$ cat src/rtl/mdu_iterative.sv
// mdu_iterative: multi-cycle RV32M multiply/divide unit.
// Radix-2 shift-add multiply and restoring divide, one bit per cycle, with
// valid/ready handshakes on request and result sides.
// Optional build macro: MDU_FAST_SPECIAL_EN. When defined, divide-by-zero,
// signed overflow and any op with a zero operand go straight to DONE.
module mdu_iterative #(
  parameter int WIDTH = 32
) (
  input  logic             clk,
  input  logic             reset_n,
  input  logic             flush,
  input  logic             in_valid,
  output logic             in_ready,
  input  logic [2:0]       op,
  input  logic [WIDTH-1:0] a,
  input  logic [WIDTH-1:0] b,
  output logic             out_valid,
  input  logic             out_ready,
  output logic [WIDTH-1:0] result
);

  localparam int PW = 2 * WIDTH;
  localparam int CW = $clog2(WIDTH);
`ifdef MDU_FAST_SPECIAL_EN
  localparam bit FAST = 1'b1;
`else
  localparam bit FAST = 1'b0;
`endif
  localparam logic [WIDTH-1:0] MIN_NEG  = {1'b1, {(WIDTH-1){1'b0}}};
  localparam logic [WIDTH-1:0] ALL_ONES = '1;

  typedef enum logic [1:0] {S_IDLE, S_BUSY, S_DONE} state_t;

  function automatic logic [WIDTH-1:0] neg_w(input logic [WIDTH-1:0] v);
    return ~v + WIDTH'(1);
  endfunction

  function automatic logic [PW-1:0] neg_p(input logic [PW-1:0] v);
    return ~v + PW'(1);
  endfunction

  state_t           state_q, state_d;
  logic [CW-1:0]    cnt_q, cnt_d;
  logic [PW-1:0]    prod_q, prod_d;
  logic [WIDTH-1:0] dvsr_q, dvsr_d;
  logic [WIDTH-1:0] spec_val_q, spec_val_d;
  logic [WIDTH-1:0] result_q, result_d;
  logic [2:0]       op_q, op_d;
  logic             neg_q, neg_d;
  logic             spec_q, spec_d;

  logic             accept, is_div, sgn_a, sgn_b, a_neg, b_neg;
  logic             div0, ovf, zero_op, spec_hit;
  logic [WIDTH-1:0] a_mag, b_mag, spec_val;
  logic [WIDTH:0]   mul_sum, div_rsh, div_diff;
  logic [PW-1:0]    step, fin_prod;
  logic [WIDTH-1:0] fin_sel, fin_res;

  // Request decode: operand magnitudes, result sign and special cases.
  always_comb begin
    accept   = in_valid && (state_q == S_IDLE) && !flush;
    is_div   = op[2];
    sgn_a    = (op == 3'b001) || (op == 3'b010) || (op == 3'b100) || (op == 3'b110);
    sgn_b    = (op == 3'b001) || (op == 3'b100) || (op == 3'b110);
    a_neg    = sgn_a && a[WIDTH-1];
    b_neg    = sgn_b && b[WIDTH-1];
    a_mag    = a_neg ? neg_w(a) : a;
    b_mag    = b_neg ? neg_w(b) : b;
    div0     = is_div && (b == '0);
    ovf      = is_div && !op[0] && (a == MIN_NEG) && (b == ALL_ONES);
    zero_op  = (a == '0) || (b == '0);
    spec_hit = div0 || ovf || (FAST && zero_op);
    spec_val = '0;
    if (div0)     spec_val = op[1] ? a : ALL_ONES;
    else if (ovf) spec_val = op[1] ? '0 : a;
  end

  // One radix-2 iteration plus sign fixup of the final value.
  always_comb begin
    mul_sum  = {1'b0, prod_q[PW-1:WIDTH]} + (prod_q[0] ? {1'b0, dvsr_q} : '0);
    div_rsh  = {prod_q[PW-1:WIDTH], prod_q[WIDTH-1]};
    div_diff = div_rsh - {1'b0, dvsr_q};
    if (op_q[2]) begin
      // Restoring divide: remainder in the high half, quotient shifts into the low half.
      if (div_diff[WIDTH]) step = {div_rsh[WIDTH-1:0], prod_q[WIDTH-2:0], 1'b0};
      else                 step = {div_diff[WIDTH-1:0], prod_q[WIDTH-2:0], 1'b1};
    end else begin
      // Shift-add multiply: multiplier sits in the low half and drains out to the right.
      step = {mul_sum, prod_q[WIDTH-1:1]};
    end
    fin_prod = neg_q ? neg_p(step) : step;
    fin_sel  = op_q[1] ? step[PW-1:WIDTH] : step[WIDTH-1:0];
    if (spec_q)                 fin_res = spec_val_q;
    else if (op_q[2])           fin_res = neg_q ? neg_w(fin_sel) : fin_sel;
    else if (op_q[1:0] == 2'b00) fin_res = fin_prod[WIDTH-1:0];
    else                        fin_res = fin_prod[PW-1:WIDTH];
  end

  // Next-state logic; flush overrides every transition.
  always_comb begin
    state_d = state_q;
    if (flush) begin
      state_d = S_IDLE;
    end else begin
      case (state_q)
        S_IDLE:  if (in_valid) state_d = (FAST && spec_hit) ? S_DONE : S_BUSY;
        S_BUSY:  if (cnt_q == '0) state_d = S_DONE;
        S_DONE:  if (out_ready) state_d = S_IDLE;
        default: state_d = S_IDLE;
      endcase
    end
  end

  // Datapath register updates: load at accept, iterate while busy.
  always_comb begin
    cnt_d      = cnt_q;
    prod_d     = prod_q;
    dvsr_d     = dvsr_q;
    spec_val_d = spec_val_q;
    result_d   = result_q;
    op_d       = op_q;
    neg_d      = neg_q;
    spec_d     = spec_q;
    if (accept) begin
      op_d       = op;
      neg_d      = (is_div && op[1]) ? a_neg : (a_neg ^ b_neg);
      spec_d     = spec_hit;
      spec_val_d = spec_val;
      cnt_d      = CW'(WIDTH - 1);
      prod_d     = is_div ? {{WIDTH{1'b0}}, a_mag} : {{WIDTH{1'b0}}, b_mag};
      dvsr_d     = is_div ? b_mag : a_mag;
      if (FAST && spec_hit) result_d = spec_val;
    end else if ((state_q == S_BUSY) && !flush) begin
      prod_d = step;
      if (cnt_q != '0) cnt_d = cnt_q - CW'(1);
      else             result_d = fin_res;
    end
  end

  // State and datapath registers with asynchronous reset.
  always_ff @(posedge clk or negedge reset_n) begin
    if (!reset_n) begin
      state_q    <= S_IDLE;
      cnt_q      <= '0;
      prod_q     <= '0;
      dvsr_q     <= '0;
      spec_val_q <= '0;
      result_q   <= '0;
      op_q       <= '0;
      neg_q      <= 1'b0;
      spec_q     <= 1'b0;
    end else begin
      state_q    <= state_d;
      cnt_q      <= cnt_d;
      prod_q     <= prod_d;
      dvsr_q     <= dvsr_d;
      spec_val_q <= spec_val_d;
      result_q   <= result_d;
      op_q       <= op_d;
      neg_q      <= neg_d;
      spec_q     <= spec_d;
    end
  end

  // Handshake outputs decoded from state.
  always_comb begin
    in_ready  = (state_q == S_IDLE);
    out_valid = (state_q == S_DONE);
    result    = result_q;
  end

endmodule

$ cat config.mk
export PLATFORM = sky130hd
export DESIGN_NAME = mdu_iterative
export DESIGN_NICKNAME = d
export VERILOG_FILES = /design/src/rtl/mdu_iterative.sv
export SDC_FILE = /design/constraint.sdc
export NUM_CORES = 1
export LEC_CHECK = 0
export CAP_MARGIN = 0
export CELL_PAD_IN_SITES_DETAIL_PLACEMENT = 1
export CELL_PAD_IN_SITES_GLOBAL_PLACEMENT = 2
export CORE_MARGIN = 1
export CORE_UTILIZATION = 39
export CTS_CLUSTER_DIAMETER = 80
export DETAILED_ROUTE_END_ITERATION = 12
export PLACE_DENSITY_LB_ADDON = 0.25
export SYNTH_ARGS = -nofsm -noshare
export SYNTH_HDL_FRONTEND = slang
export SYNTH_SLANG_ARGS = --single-unit
$ cat constraint.sdc
create_clock -name clk -period 16 [get_ports clk]
set_clock_uncertainty 0.15 [all_clocks]
set_input_delay 1.6 -clock clk [delete_from_list [all_inputs] [get_ports clk]]
set_output_delay 1.6 -clock clk [all_outputs]
set_load 0.02 [all_outputs]
==> metrics <==
Setup crit end kind=flop; post-route ant nets=0; Detailed Route WL=93100 um; Setup TNS=0 ps; Mapped Nets=between 2000 and 3000; post-synthesis sequential area ratio=0.230; post-CTS sizing=0; final hold violation count=0; Core Box Area=about 47000 um2; CTS Buf Count=17; worst setup path class=reg -> reg; area leader, netlist=dfrtp_1; Sink Count=172; Leak Pwr=between 0.008 and 0.009 uW; status=finished clean; Setup Fix Bufs, Post-CTS=0; share of layout cells above drive strength 1=0.0562; Setup crit start kind=flop; Die Footprint=around 49000 um2; Required @ worst endpoint=approximately 16000 ps; relative slew slack=0.0735; H-tree Lvls=4; hold_buf cts=0; max-slew violation count=0; CTS tree=done; final-stage net count=2713; Post-synth EDFFs=0; Pre-antenna DRT Iters=5; Final Non-Filler Cells=3191; hold path startpoint=spec_val_q[25]; Netlist cell types=a little over 90; Yosys Warn Count=0; Max clock buf depth=2; DP HPWL=73100 um; Overflow after GRT=0; Initial DRC Count=a little under 2000; type of the tightest min-delay check=reg -> reg; root buf cell=clkbuf_16; Die X=approximately 220 um; cell count after synthesis=about 2600; Async SR Flop Fraction=1.00; DRC viols=0; initial antenna violation count=10; clock slew at reported path FFs=~80 ps; arrival time at the worst endpoint=roughly 7500 ps; Initial Util=0.398; largest cells by area after synthesis=dfrtp_1, o21ai_0, nand2_1; RSZ-0062 raised after global routing=false; Max VDD drop=between 0.1 and 0.15 mV; Worst Max-Slew Pin Slew=around 1400 ps; Mapped Avg Cell Area=7.24 um2; placed insts=3156; max_cap viols=0; upper clock frequency limit=approximately 140 MHz; I/O Buffers=roughly 110; top cell type's share of synthesized area=0.230; sequential cell area=4310 um2; PwrDens=around 200 nW/um2; #FFs+latches synth=~170; vias in the first global route=20771; RePlAce Congestion=about 1; R2R Path Start=op_q[2]; Crit. Startpoint=op_q[2]; IO Pins=~110; min cycle time layout=~7200 ps; Top FF cell, synth=dfrtp_1; global-route wire length before repair=between 100000 and 150000 um; Global Route Usage Sum=0.378; P&R area growth vs syn=11.2%; Filler cells=around 5900; Rows=slightly below 80; largest net degree at the start of global routing=roughly 120; routed via count=21016; period utilisation layout=0.452; Vias/cell=around 6.6; crit path max fanout=57; # setup viols final=0; Die Y=221 um; Multi-input gate area=roughly 13000 um2; worst-skew pair later-pin latency=510 ps; drt wl/cell=just under 30 um; Cell Area, Synth=between 15000 and 20000 um2
[worst max-delay path: stages, from the launching register on]
cell,delay [ps]
dfrtp_4,820
buf_4,690
mux2i_1,730
and4_1,550
nand4_1,280
mux2_2,350
a21oi_1,740
nand4_1,540
nor2_1,490
and3_1,370
nand3b_1,130
mux2_2,280
a2111oi_0,770
o21ai_1,150
[through the flow]
| step | area (um2) | setup slack [ps] | utilization | total power, uW | hold WS (ps) |
|---|---|---|---|---|---|
| 3_3_place_gp | 20100 | 8970 | 0.429 | 3630 | 312 |
| 4_1_cts | 20800 | 8960 | 0.443 | 4150 | 337 |
| 2_1_floorplan | 18700 | 10460 | - | 2600 | 292 |
| 3_5_place_dp | 20200 | 9000 | 0.429 | 3670 | 320 |
| 6_report | 20800 | 8760 | 0.443 | 4230 | 333 |
| 5_1_grt | 20800 | 8520 | 0.443 | 4430 | 354 |
[power by group]
part	internal, uW	total (uW)	switching (uW)
logic	992	3060	2060
clock network	230	467	236
registers	521	703	182
total	1740	4230	2480
[sequential cells by signal, summed over array words and instances (netlist names)]
register and count:
prod_q 64, state_q 2, spec_q 1, neg_q 1, spec_val_q 32, op_q 3
dvsr_q 32, result 32, cnt_q 5
[final timing paths]
check | slack [ps] | end | cells past startpoint
setup reg to reg | 8760 | result[25] | 13
max in group asynchronous | 13300 | neg_q | 2
hold / removal | 330 | spec_val_q[25] | 2
setup / recovery | 8760 | result[25] | 13
min in group asynchronous | 960 | dvsr_q[25] | 1
hold reg to reg | 330 | spec_val_q[25] | 2
[final cells by class]
cell class / count / area share
repair buffers: 146 / 0.0654
well taps: 607 / 0.0365
clock buffers: 18 / 0.0211
inverters: 83 / 0.0150
diodes: 3 / 0.000361
multi-input cells: 2148 / 0.645
flip-flops and latches: 172 / 0.207
clock inverters: 14 / 0.00927
[cells in the mapped netlist (29+ instances only)]
master	count
a211oi_1	29
nor3_1	70
mux2i_1	68
clkbuf_1	141
nand4_1	39
xnor2_1	90
a21oi_1	222
xor2_1	70
and2_1	46
o211ai_1	61
inv_1	81
ha_1	71
o21ai_0	252
dfrtp_1	172
a31oi_1	31
nand2_1	322
nor2_1	260
nand3_1	51
[cell families after synthesis]
group,synth area share
flip-flops,0.230
multiplexers,0.0557
adder cells (fa/ha/maj),0.0497
buffers and inverters,0.0543
AO/OA/AOI/OAI,0.299
AND/OR/NAND/NOR,0.236
XOR/XNOR,0.0750
[routing by layer]
metal	vias up	share of wire	track usage	wire, um
met5	-	0.00056	0	52
met4	8	0.060	0.217	5600
met3	232	0.075	0.0774	7020
met2	851	0.45	0.606	42100
met1	10521	0.41	0.471	38300
li1	9404	-	-	-
[layout by cell type, fill, tap and decap left out, types with 26 or more instances in the layout]
cell type | synthesis | layout
nand2_1 | 322 | 320
nor2_1 | 260 | 257
o21ai_0 | 252 | 252
a21oi_1 | 222 | 222
dfrtp_1 | 172 | 170
clkdlybuf4s50_1 | 0 | 103
xnor2_1 | 90 | 90
inv_1 | 81 | 81
ha_1 | 71 | 71
xor2_1 | 70 | 70
nor3_1 | 70 | 70
mux2i_1 | 68 | 68
o211ai_1 | 61 | 61
nand3_1 | 51 | 51
and2_1 | 46 | 46
buf_4 | 1 | 42
nand4_1 | 39 | 39
a31oi_1 | 31 | 31
a211oi_1 | 29 | 29
o31ai_1 | 28 | 28
nor4_1 | 26 | 26
a21o_1 | 26 | 26
No activity file was read; power rests on OpenSTA's default activity.
